<file path="src/rtl/carryskip_pipe_adder.sv">
// Pipelined carry-skip adder/subtractor. WIDTH is split into STAGES register-separated
// segments of BLOCK-bit ripple groups with skip muxes; valid/ready handshake with full-pipe stall.
module carryskip_pipe_adder #(
  parameter int unsigned WIDTH  = 32,
  parameter int unsigned BLOCK  = 4,
  parameter int unsigned STAGES = 2
) (
  input  logic             clk,
  input  logic             rst_n,
  input  logic             in_valid,
  output logic             in_ready,
  input  logic [WIDTH-1:0] a,
  input  logic [WIDTH-1:0] b,
  input  logic             cin,
  input  logic             sub,
  output logic             out_valid,
  input  logic             out_ready,
  output logic [WIDTH-1:0] sum,
  output logic             cout,
  output logic             ovf
);

  localparam int unsigned SEG    = WIDTH / STAGES;
  localparam int unsigned GROUPS = SEG / BLOCK;

  if ((STAGES == 0) || (BLOCK == 0) || ((WIDTH % (STAGES * BLOCK)) != 0)) begin : g_bad_cfg
    $error("carryskip_pipe_adder: WIDTH must be a multiple of STAGES*BLOCK");
  end

  logic             stall;
  logic [WIDTH-1:0] b_eff;
  logic             c_eff;

  // Subtraction is folded in at entry: invert b, force carry-in to 1.
  always_comb begin
    b_eff = sub ? ~b : b;
    c_eff = sub | cin;
  end

  assign stall    = out_valid & ~out_ready;
  assign in_ready = ~stall;

  // One segment: ripple inside each group, skip mux selects the group carry-in when all bits propagate.
  function automatic logic [SEG:0] skip_seg(input logic [SEG-1:0] x,
                                            input logic [SEG-1:0] y,
                                            input logic           ci);
    logic [SEG-1:0] s;
    logic           c;
    logic           r;
    s = '0;
    c = ci;
    for (int g = 0; g < int'(GROUPS); g++) begin
      r = c;
      for (int i = 0; i < int'(BLOCK); i++) begin
        s[g*BLOCK+i] = x[g*BLOCK+i] ^ y[g*BLOCK+i] ^ r;
        r = (x[g*BLOCK+i] & y[g*BLOCK+i]) | (r & (x[g*BLOCK+i] ^ y[g*BLOCK+i]));
      end
      c = (&(x[g*BLOCK +: BLOCK] ^ y[g*BLOCK +: BLOCK])) ? c : r;
    end
    return {c, s};
  endfunction

  for (genvar k = 0; k < STAGES; k++) begin : g_stg
    localparam int unsigned IN_W  = WIDTH - k * SEG;
    localparam int unsigned OUT_W = (k + 1) * SEG;

    logic [IN_W-1:0]  a_in;
    logic [IN_W-1:0]  b_in;
    logic             c_in;
    logic             v_in;
    logic [SEG:0]     seg_r;
    logic [OUT_W-1:0] s_new;
    logic             v_d, v_q;
    logic             c_d, c_q;
    logic [OUT_W-1:0] s_d, s_q;

    if (k == 0) begin : g_src
      always_comb begin
        a_in  = a;
        b_in  = b_eff;
        c_in  = c_eff;
        v_in  = in_valid;
        s_new = seg_r[SEG-1:0];
      end
    end else begin : g_src
      // Unprocessed operand bits and the carry arrive from the previous stage register.
      always_comb begin
        a_in  = g_stg[k-1].g_pass.a_q;
        b_in  = g_stg[k-1].g_pass.b_q;
        c_in  = g_stg[k-1].c_q;
        v_in  = g_stg[k-1].v_q;
        s_new = {seg_r[SEG-1:0], g_stg[k-1].s_q};
      end
    end

    assign seg_r = skip_seg(a_in[SEG-1:0], b_in[SEG-1:0], c_in);

    always_comb begin
      v_d = stall ? v_q : v_in;
      c_d = stall ? c_q : seg_r[SEG];
      s_d = stall ? s_q : s_new;
    end

    always_ff @(posedge clk or negedge rst_n) begin
      if (!rst_n) begin
        v_q <= 1'b0;
        c_q <= 1'b0;
        s_q <= '0;
      end else begin
        v_q <= v_d;
        c_q <= c_d;
        s_q <= s_d;
      end
    end

    if (k < STAGES - 1) begin : g_pass
      logic [IN_W-SEG-1:0] a_d, a_q;
      logic [IN_W-SEG-1:0] b_d, b_q;

      always_comb begin
        a_d = stall ? a_q : a_in[IN_W-1:SEG];
        b_d = stall ? b_q : b_in[IN_W-1:SEG];
      end

      always_ff @(posedge clk or negedge rst_n) begin
        if (!rst_n) begin
          a_q <= '0;
          b_q <= '0;
        end else begin
          a_q <= a_d;
          b_q <= b_d;
        end
      end
    end else begin : g_last
      logic ovf_d, ovf_q;

      // Carry into the MSB is recovered as a^b^s at the MSB; overflow is that XOR carry-out.
      always_comb begin
        ovf_d = stall ? ovf_q
                      : (a_in[SEG-1] ^ b_in[SEG-1] ^ seg_r[SEG-1] ^ seg_r[SEG]);
      end

      always_ff @(posedge clk or negedge rst_n) begin
        if (!rst_n) begin
          ovf_q <= 1'b0;
        end else begin
          ovf_q <= ovf_d;
        end
      end
    end
  end

  always_comb begin
    out_valid = g_stg[STAGES-1].v_q;
    sum       = g_stg[STAGES-1].s_q;
    cout      = g_stg[STAGES-1].c_q;
    ovf       = g_stg[STAGES-1].g_last.ovf_q;
  end

endmodule

</file>
<file path="config.mk">
export PLATFORM = sky130hd
export DESIGN_NAME = carryskip_pipe_adder
export DESIGN_NICKNAME = d
export VERILOG_FILES = /design/src/rtl/carryskip_pipe_adder.sv
export SDC_FILE = /design/constraint.sdc
export NUM_CORES = 1
export LEC_CHECK = 0
export BUFFER_PORTS_ARGS = -buffer_cell sky130_fd_sc_hd__buf_2
export CAP_MARGIN = 30
export CORE_ASPECT_RATIO = 2
export CORE_MARGIN = 8
export CORE_UTILIZATION = 49
export DETAILED_ROUTE_END_ITERATION = 8
export HOLD_SLACK_MARGIN = 0.05
export PLACE_DENSITY = 0.69
export SLEW_MARGIN = 20
export SYNTH_ARGS = -nofsm -noshare
export SYNTH_HDL_FRONTEND = slang
export SYNTH_SLANG_ARGS = --single-unit
</file>
<file path="constraint.sdc">
create_clock -name clk -period 23.3 [get_ports clk]
set_input_delay 2.33 -clock clk [delete_from_list [all_inputs] [get_ports clk]]
set_output_delay 2.33 -clock clk [all_outputs]
set_load 0.02 [all_outputs]
</file>
==> results of run 1 <==
==> layer usage <==
metal | GRT usage | vias to the layer above
li1 | - | 1703
met1 | 0.178 | 1637
met2 | 0.304 | 77
met3 | 0.0296 | 18
met4 | 0.0783 | 0
met5 | 0 | -
==> cell type report <==
type	instances	area share
multi-input combinational	343	0.421
sequential	85	0.368
timing repair buffer	109	0.102
clock buffer	11	0.0402
tap	132	0.0286
inverter	41	0.0270
clock inverter	5	0.0130
==> registers in the layout, indices dropped and copies added (netlist names) <==
| register | count |
|---|---|
| cout | 1 |
| g_stg.c_q | 1 |
| g_stg.g_pass.a_q | 16 |
| g_stg.g_pass.b_q | 16 |
| g_stg.s_q | 16 |
| g_stg.v_q | 1 |
| out_valid | 1 |
| ovf | 1 |
| sum | 32 |
==> metrics by stage <==
stage          power [mW]  cells   util  cell area (um2)
3_3_place_gp        0.399    708  0.563             5430
3_5_place_dp        0.407    709  0.565             5450
2_1_floorplan       0.340    491      -             4810
4_1_cts             0.558    725  0.597             5760
6_report            0.549    726  0.600             5780
5_1_grt             0.590    726  0.600             5780
==> where the power goes <==
group | switching (mW) | internal (mW)
registers | 0.0280 | 0.191
logic | 0.112 | 0.0701
clock network | 0.0549 | 0.0934
total | 0.195 | 0.354
==> worst paths after layout <==
check	from	endpoint	slack [ns]
min in group asynchronous	rst_n	sum[7]	1.99
worst min register to register	g_stg[0].v_q	out_valid	0.46
max in group asynchronous	rst_n	sum[14]	20.68
worst min-delay path	g_stg[0].v_q	out_valid	0.46
worst max register to register	g_stg[0].c_q	ovf	14.70
worst max-delay path	sub	g_stg[0].s_q[15]	12.76
==> worst reg2reg max path: cells and delay by family, from the launching register on <==
family	cells	cell delay [ns]
AO/OA/AOI/OAI	3	0.41
XOR/XNOR	1	0.22
adder cells (fa/ha/maj)	16	6.09
buffers and inverters	3	0.28
flip-flops	1	0.39
multiplexers	1	0.31
AND/OR/NAND/NOR	4	0.77
==> Yosys cell counts, drive strengths merged <==
cell type  count  area, um2
ha            32        400
nor3b          1       7.51
a21oi         18       90.1
xnor2         14        123
nand2b         1       6.26
a22oi          1       12.5
and3           1       7.51
nand4          9       56.3
nand2        162        611
or4b           1       10.0
a211oi         1       12.5
mux2i          1       13.8
nor2b          1       6.26
a221oi         1       8.76
fa            32        641
and2           1       6.26
a211o          1       8.76
xor2          19        166
dfrtp         85       2130
nor2          20       75.1
o21ai         20        115
nor3           1       5.00
o211ai         1       7.51
a21o           2       15.0
mux2           1       15.0
buf           16       80.1
a41oi          1       8.76
clkbuf         6       22.5
inv           41        156
==> kinds of logic (layout without fill, tap and decap cells) <==
group           Yosys count  after routing  share of synthesized area
mux                       2              2                    0.00598
buf+inv                  63            166                     0.0538
xor+xnor                 33             33                     0.0600
fa+ha+maj                64             64                      0.216
simple gates            198            198                      0.164
flops                    85             85                      0.442
compound gates           46             46                     0.0580
==> flow_metrics.py, run 1 <==
metrics = {
    "sta": {
        "fin_crit_ns": 10.54,
        "fmax_mhz": 94.9,
        "rsz0062_at_grt": "no",
        "finalCritPeriodShare": 0.452,
        "fin_skew_ns": 0.00794,
        "final-max-slew-violation-count": 0,
        "finalSetupViolCount": 0,
        "maxSlewHeadroom": 0.450,
        "tns_ns": 0,
        "finalWorstSetupSlack_ns": 12.76,
        "final_hold_viol_count": 0,
        "timing.hold.ws_ns": 0.459,
        "worstMarginPinSlew_ns": 0.825,
    },
    "clock_tree": {
        "clock_sinks": 85,
        "root_buffer": "clkbuf_16",
        "path_clk_slew_ns": 0.06,
        "post_cts_resized": 0,
        "h-tree-depth": 3,
        "clkLatencyLatePin_ns": 0.34,
        "cts_made_buffers": 9,
        "postCtsSetupRepairBufs": 0,
        "cts_tree": "done",
        "clock_path_buffers": 2,
        "cts-hold-fix-buffers": 0,
    },
    "critical_path": {
        "startpoint_type": "primary input",
        "path_max_fanout": 20,
        "critPathMostFrequentCell": "fa_1",
        "crit_family": "adder cells",
        "endpoint_kind": "flip-flop",
        "cp_num_buf_inv": 7,
        "critPathSlowestCell": "fa_1",
        "critPathKind": "primary input to flip-flop",
        "critical_path_cell_count": 31,
        "required_ns": 23.52,
        "r2r_cells": 28,
        "slowest_delay_ns": 0.44,
        "critPathArrivalTime_ns": 10.76,
    },
    "floorplanning": {
        "initial_core_util": 0.500,
        "die_area_um2": 13400,
        "placementRows": 51,
        "die_h_um": 156,
        "core_um2": 9640,
        "die_w_um": 86.1,
        "ios": 106,
    },
    "layout": {
        "layout_commonest_cell": "nand2_1",
        "n_antenna_cell": 0,
        "syn_to_final_growth_pct": 20.1,
        "multi_input_area_um2": 2440,
        "nets": 723,
        "drive_gt1_frac": 0.224,
        "seq_area_um2": 2130,
        "fillers": 873,
        "final_cell_mix": "161 x nand2_1, 104 x buf_2, 85 x dfrtp_1",
    },
    "detailed_routing": {
        "dr_wl_met3_um": 412,
        "drt.antenna.violating_nets": 0,
        "vias_per_cell": 4.73,
        "vias": 3435,
        "highest_layer": "met4",
        "met2_length_um": 5620,
        "m1WireLength_um": 3940,
        "drt-wirelength-per-cell_um": 14.1,
        "routed_wl_um": 10200,
        "drtIter0Drc": 110,
        "drt-pass1-iter-count": 4,
        "drc": 0,
    },
    "status": {
        "status": "completed",
    },
    "global_route": {
        "grt_usage": 0.167,
        "grt_pass1_wl_um": 17400,
        "grt_max_degree": 84,
        "gr-total-overflow": 0,
        "antenna_found_initial": 0,
        "grt_pass1_vias": 3859,
    },
    "placement": {
        "place_hpwl_um": 7880,
        "gp_congestion": 0.777,
        "io_buffers": 105,
        "place_ws_ns": 12.16,
    },
    "synthesis": {
        "seq_area_frac_synth": 0.442,
        "syn_avg_cell_area_um2": 9.81,
        "yosysWarnings": 0,
        "synthDistinctLibCells": 35,
        "synthCells": 491,
        "syn-cell-area_um2": 4810,
        "ys_ff_latch": 85,
        "synthesis.nets": 625,
    },
    "worst_hold_path": {
        "hold_depth": 1,
        "hold_path_class": "flip-flop to flip-flop",
    },
    "power": {
        "vdd_ir_drop_max_mv": 0.0376,
        "powerDensity_nw_per_um2": 95.0,
        "p_leak_nw": 3.05,
    },
    "run": {
        "drv_cap": 0,
    },
}
Power figures use the tool's default switching activity.
==> run 2, diff against run 1 <==
- ABC_AREA: not set -> 1
- clock period: 23.3 -> 9.87 ns (I/O delays scaled with it)
==> flow_metrics.py, run 2 <==
metrics = {
    "detailed_routing": {
        "vias_per_cell": 4.62,
        "drt.antenna.violating_nets": 0,
        "drtIter0Drc": 126,
        "routed_wl_um": 10400,
        "vias": 3458,
        "drt-wirelength-per-cell_um": 13.9,
        "drc": 0,
        "drt-pass1-iter-count": 4,
    },
    "global_route": {
        "grt_pass1_wl_um": 17500,
        "grt_max_degree": 63,
        "grt_pass1_vias": 3769,
        "grt_usage": 0.165,
        "antenna_found_initial": 0,
        "gr-total-overflow": 0,
    },
    "sta": {
        "fmax_mhz": 111,
        "finalWorstSetupSlack_ns": 0.859,
        "fin_skew_ns": 0.00663,
        "final_hold_viol_count": 0,
        "rsz0062_at_grt": "no",
        "fin_crit_ns": 9.01,
        "worstMarginPinSlew_ns": 0.627,
        "maxSlewHeadroom": 0.582,
        "final-max-slew-violation-count": 0,
        "finalCritPeriodShare": 0.913,
        "tns_ns": 0,
        "timing.hold.ws_ns": 0.449,
        "finalSetupViolCount": 0,
    },
    "power": {
        "powerDensity_nw_per_um2": 224,
        "vdd_ir_drop_max_mv": 0.111,
        "p_leak_nw": 3.07,
        "finalPower_mw": 1.30,
    },
    "layout": {
        "layout_commonest_cell": "nand2_1",
        "fillers": 906,
        "syn_to_final_growth_pct": 19.6,
        "design_area_um2": 5790,
        "n_antenna_cell": 0,
        "utilization": 0.597,
        "final_cells": 748,
        "drive_gt1_frac": 0.213,
        "largest_reg_flops": 32,
        "final_cell_mix": "189 x nand2_1, 104 x buf_2, 85 x dfrtp_1",
        "nets": 745,
    },
    "critical_path": {
        "critPathKind": "primary input to flip-flop",
        "startpoint_type": "primary input",
        "endpoint_kind": "flip-flop",
        "required_ns": 10.06,
        "path_max_fanout": 7,
        "critPathMostFrequentCell": "fa_1",
        "r2r_cells": 29,
        "critPathSlowestCell": "fa_1",
        "slowest_delay_ns": 0.44,
        "critPathArrivalTime_ns": 9.20,
    },
    "synthesis": {
        "syn_avg_cell_area_um2": 9.47,
        "ys_ff_latch": 85,
        "yosysWarnings": 0,
        "synthArstFlopShare": 1.00,
        "seq_area_frac_synth": 0.440,
        "synth_top_cell_by_area": "dfrtp_1",
        "synth_edf_count": 0,
        "syn-cell-area_um2": 4840,
        "synthFlopType": "dfrtp_1",
        "synthCells": 511,
        "synthesis.nets": 645,
        "yosys-top-cells-count": "189 x nand2_1, 85 x dfrtp_1, 49 x inv_1",
        "yosys.area.top_type_share": 0.440,
        "synth_most_common_cell": "nand2_1",
        "ys_top_cells_by_area": "dfrtp_1 44%, nand2_1 15%, fa_1 13%",
        "synthDistinctLibCells": 23,
    },
    "clock_tree": {
        "cts_tree": "done",
        "clock_sinks": 85,
        "postCtsSetupRepairBufs": 0,
        "cts_made_buffers": 9,
        "clkLatencyLatePin_ns": 0.33,
        "root_buffer": "clkbuf_16",
        "cts-hold-fix-buffers": 0,
        "path_clk_slew_ns": 0.06,
        "post_cts_resized": 0,
        "clock_path_buffers": 2,
        "h-tree-depth": 3,
    },
    "placement": {
        "place_hpwl_um": 7800,
        "place_ws_ns": 0.435,
        "gp_congestion": 0.782,
        "placed_cell_area_um2": 5460,
        "placedCellCount": 732,
        "io_buffers": 105,
    },
    "floorplanning": {
        "core_um2": 9700,
        "placementRows": 51,
        "ios": 106,
        "die_area_um2": 13500,
        "die_w_um": 86.3,
        "die_h_um": 157,
        "initial_core_util": 0.499,
    },
    "worst_hold_path": {
        "hold_path_class": "flip-flop to flip-flop",
        "hold_depth": 2,
    },
    "status": {
        "status": "completed",
    },
    "run": {
        "drv_cap": 0,
    },
}
run 2: cell type report:
cell class                 count  area [um2]  share of cell area
inverter                      50         188              0.0324
multi-input combinational    355        2410               0.417
tap                          132         165              0.0285
timing repair buffer         110         566              0.0977
clock buffer                  13         260              0.0450
sequential                    85        2130               0.368
clock inverter                 3        67.6              0.0117
run 2: path summary, 6_finish.rpt:
check | endpoint | from | slack, ns
min | out_valid | g_stg[0].v_q | 0.45
min in group asynchronous | g_stg[0].g_pass.a_q[13] | rst_n | 0.60
max | g_stg[0].s_q[15] | sub | 0.86
max reg2reg | ovf | g_stg[0].c_q | 1.67
min reg2reg | out_valid | g_stg[0].v_q | 0.45
max in group asynchronous | g_stg[0].g_pass.b_q[6] | rst_n | 8.28
run 2: report_power, final:
group	switching [mW]	leakage, nW	internal (mW)
sequential	0.0654	1.02	0.451
clock	0.128	0.156	0.236
combinational	0.259	1.89	0.157
run 2: per-layer routing:
layer / routed length, um / track usage / part of all wire / up-vias
li1: - / - / - / 1730
met1: 3940 / 0.172 / 0.38 / 1637
met2: 5800 / 0.305 / 0.56 / 80
met3: 482 / 0.0368 / 0.046 / 11
met4: 167 / 0.0695 / 0.016 / 0
met5: 0 / 0 / 0 / -
run 2: critical path: cells and delay by family:
family	cells	cell delay [ns]
buffers and inverters	7	0.58
AND/OR/NAND/NOR	8	1.25
adder cells (fa/ha/maj)	16	6.30
AO/OA/AOI/OAI	1	0.08
run 2: kinds of logic (layout without fill, tap and decap cells):
family | count (synthesis) | count (layout) | synth area share
xor+xnor | 33 | 33 | 0.0597
buf+inv | 71 | 176 | 0.0615
fa+ha+maj | 64 | 64 | 0.215
flops | 85 | 85 | 0.440
compound gates | 43 | 43 | 0.0445
simple gates | 215 | 215 | 0.179
==> run 3, diff against run 2 <==
- ABC_AREA: 1 -> 0
- BUFFER_PORTS_ARGS: -buffer_cell sky130_fd_sc_hd__buf_2 -> not set
- DONT_BUFFER_PORTS: not set -> 1
- PLACE_DENSITY: 0.69 -> 0.6
- REMOVE_ABC_BUFFERS: not set -> 1
==> flow_metrics.py, run 3 (synthesis results as in run 1) <==
metrics = {
    "clock_tree": {
        "clock_sinks": 85,
        "h-tree-depth": 3,
        "clock_path_buffers": 2,
        "cts_tree": "done",
        "clkLatencyLatePin_ns": 0.33,
        "cts_made_buffers": 9,
        "post_cts_resized": 0,
        "path_clk_slew_ns": 0.06,
        "cts-hold-fix-buffers": 0,
        "root_buffer": "clkbuf_16",
        "postCtsSetupRepairBufs": 0,
    },
    "sta": {
        "rsz0062_at_grt": "no",
        "final-max-slew-violation-count": 0,
        "finalSetupViolCount": 0,
        "tns_ns": 0,
        "finalCritPeriodShare": 0.879,
        "worstMarginPinSlew_ns": 0.853,
        "final_hold_viol_count": 0,
        "maxSlewHeadroom": 0.431,
        "fin_skew_ns": 0.00802,
        "fmax_mhz": 115,
        "fin_crit_ns": 8.67,
    },
    "layout": {
        "layout_commonest_cell": "nand2_1",
        "fillers": 916,
        "nets": 616,
        "final_cell_mix": "161 x nand2_1, 85 x dfrtp_1, 40 x inv_1",
        "syn_to_final_growth_pct": 7.72,
        "final_cells": 619,
        "n_antenna_cell": 0,
        "largest_reg_flops": 32,
        "drive_gt1_frac": 0.0575,
    },
    "detailed_routing": {
        "drt-wirelength-per-cell_um": 16.2,
        "vias_per_cell": 4.90,
        "drc": 0,
        "drt-pass1-iter-count": 4,
        "drtIter0Drc": 101,
        "drt.antenna.violating_nets": 0,
        "routed_wl_um": 10000,
        "vias": 3035,
    },
    "critical_path": {
        "r2r-end": "ovf",
        "r2r_cells": 28,
        "critPathKind": "flip-flop to flip-flop",
        "critPathSlowestCell": "or4b_1",
        "reg2reg_setup_slack_ns": 1.20,
        "endpoint_kind": "flip-flop",
        "critPathArrivalTime_ns": 8.88,
        "reg2reg_from": "g_stg[0].c_q",
        "slowest_delay_ns": 0.48,
        "critPathMostFrequentCell": "fa_1",
        "startpoint_type": "flip-flop",
        "cp-startpoint": "g_stg[0].c_q",
        "required_ns": 10.08,
        "path_max_fanout": 4,
    },
    "floorplanning": {
        "placementRows": 51,
        "die_area_um2": 13400,
        "die_w_um": 86.1,
        "core_um2": 9640,
        "ios": 106,
        "die_h_um": 156,
        "initial_core_util": 0.500,
    },
    "power": {
        "finalPower_mw": 1.18,
        "vdd_ir_drop_max_mv": 0.0953,
        "powerDensity_nw_per_um2": 228,
        "p_leak_nw": 2.58,
    },
    "placement": {
        "gp_congestion": 0.715,
        "placedCellCount": 603,
        "place_hpwl_um": 7470,
        "io_buffers": 0,
    },
    "global_route": {
        "grt_usage": 0.158,
        "grt_pass1_wl_um": 16300,
        "antenna_found_initial": 0,
        "grt_pass1_vias": 3311,
        "grt_max_degree": 90,
        "gr-total-overflow": 0,
    },
    "run": {
        "drv_cap": 0,
    },
    "status": {
        "status": "completed",
    },
    "worst_hold_path": {
        "hold_path_class": "primary input to async pin",
    },
}
[run 3: changes by cell type in the layout (fill, tap and decap cells not counted), sizes merged, moves of 8 or more]
cell	change
a21oi	+17
nand3	-8
o21ai	-22
nand2	-27
xor2	+16
inv	-8
buf	-108
nor2	+13
xnor2	-16
[run 3: area by class of cell]
class | count | area (um2) | area share
repair buffers | 2 | 15.0 | 0.00290
clock inverters | 6 | 47.5 | 0.00917
well taps | 132 | 165 | 0.0318
multi-input cells | 343 | 2440 | 0.470
inverters | 41 | 156 | 0.0302
clock buffers | 10 | 239 | 0.0461
flip-flops and latches | 85 | 2130 | 0.410
[run 3: report_power, final]
part	internal, mW	switching, mW	leakage (nW)
registers	0.449	0.152	1.00
logic	0.116	0.150	1.45
clock network	0.178	0.138	0.127
total	0.744	0.440	2.58
[run 3: worst max path at each step]
stage / slack [ns] / to / cells past startpoint
after global placement: 0.95 / g_stg[0].s_q[15] / 29
after floorplan: 1.35 / g_stg[0].s_q[15] / 29
after CTS: 1.13 / ovf / 28
after detailed placement: 0.79 / g_stg[0].s_q[15] / 29
after global routing: 0.82 / ovf / 28
final: 1.20 / ovf / 28
[run 3: metrics by stage]
| stage | hold slack, ns | utilization | worst slack (ns) | cell area (um2) |
|---|---|---|---|---|
| global route | 0.327 | 0.538 | 0.817 | 5190 |
| CTS | 0.326 | 0.538 | 1.13 | 5190 |
| floorplan | 0.430 | - | 1.35 | 4710 |
| finish | 0.344 | 0.538 | 1.20 | 5190 |
| global placement | 0.441 | 0.509 | 0.951 | 4900 |
| detailed placement | 0.449 | 0.509 | 0.788 | 4900 |
[run 3: critical path: cells and delay by family, from the launching register on]
kind | cells | cell delay (ns)
mux | 1 | 0.30
xor+xnor | 1 | 0.22
simple gates | 4 | 0.78
flops | 1 | 0.38
buf+inv | 3 | 0.26
compound gates | 3 | 0.42
fa+ha+maj | 16 | 6.17
[run 3: metal layers]
| layer | track usage | up-vias | wire (um) |
|---|---|---|---|
| met5 | 0 | - | 0 |
| met4 | 0.0640 | 0 | 145 |
| met3 | 0.0470 | 11 | 681 |
| met2 | 0.290 | 80 | 5580 |
| met1 | 0.160 | 1458 | 3620 |
| li1 | - | 1486 | - |
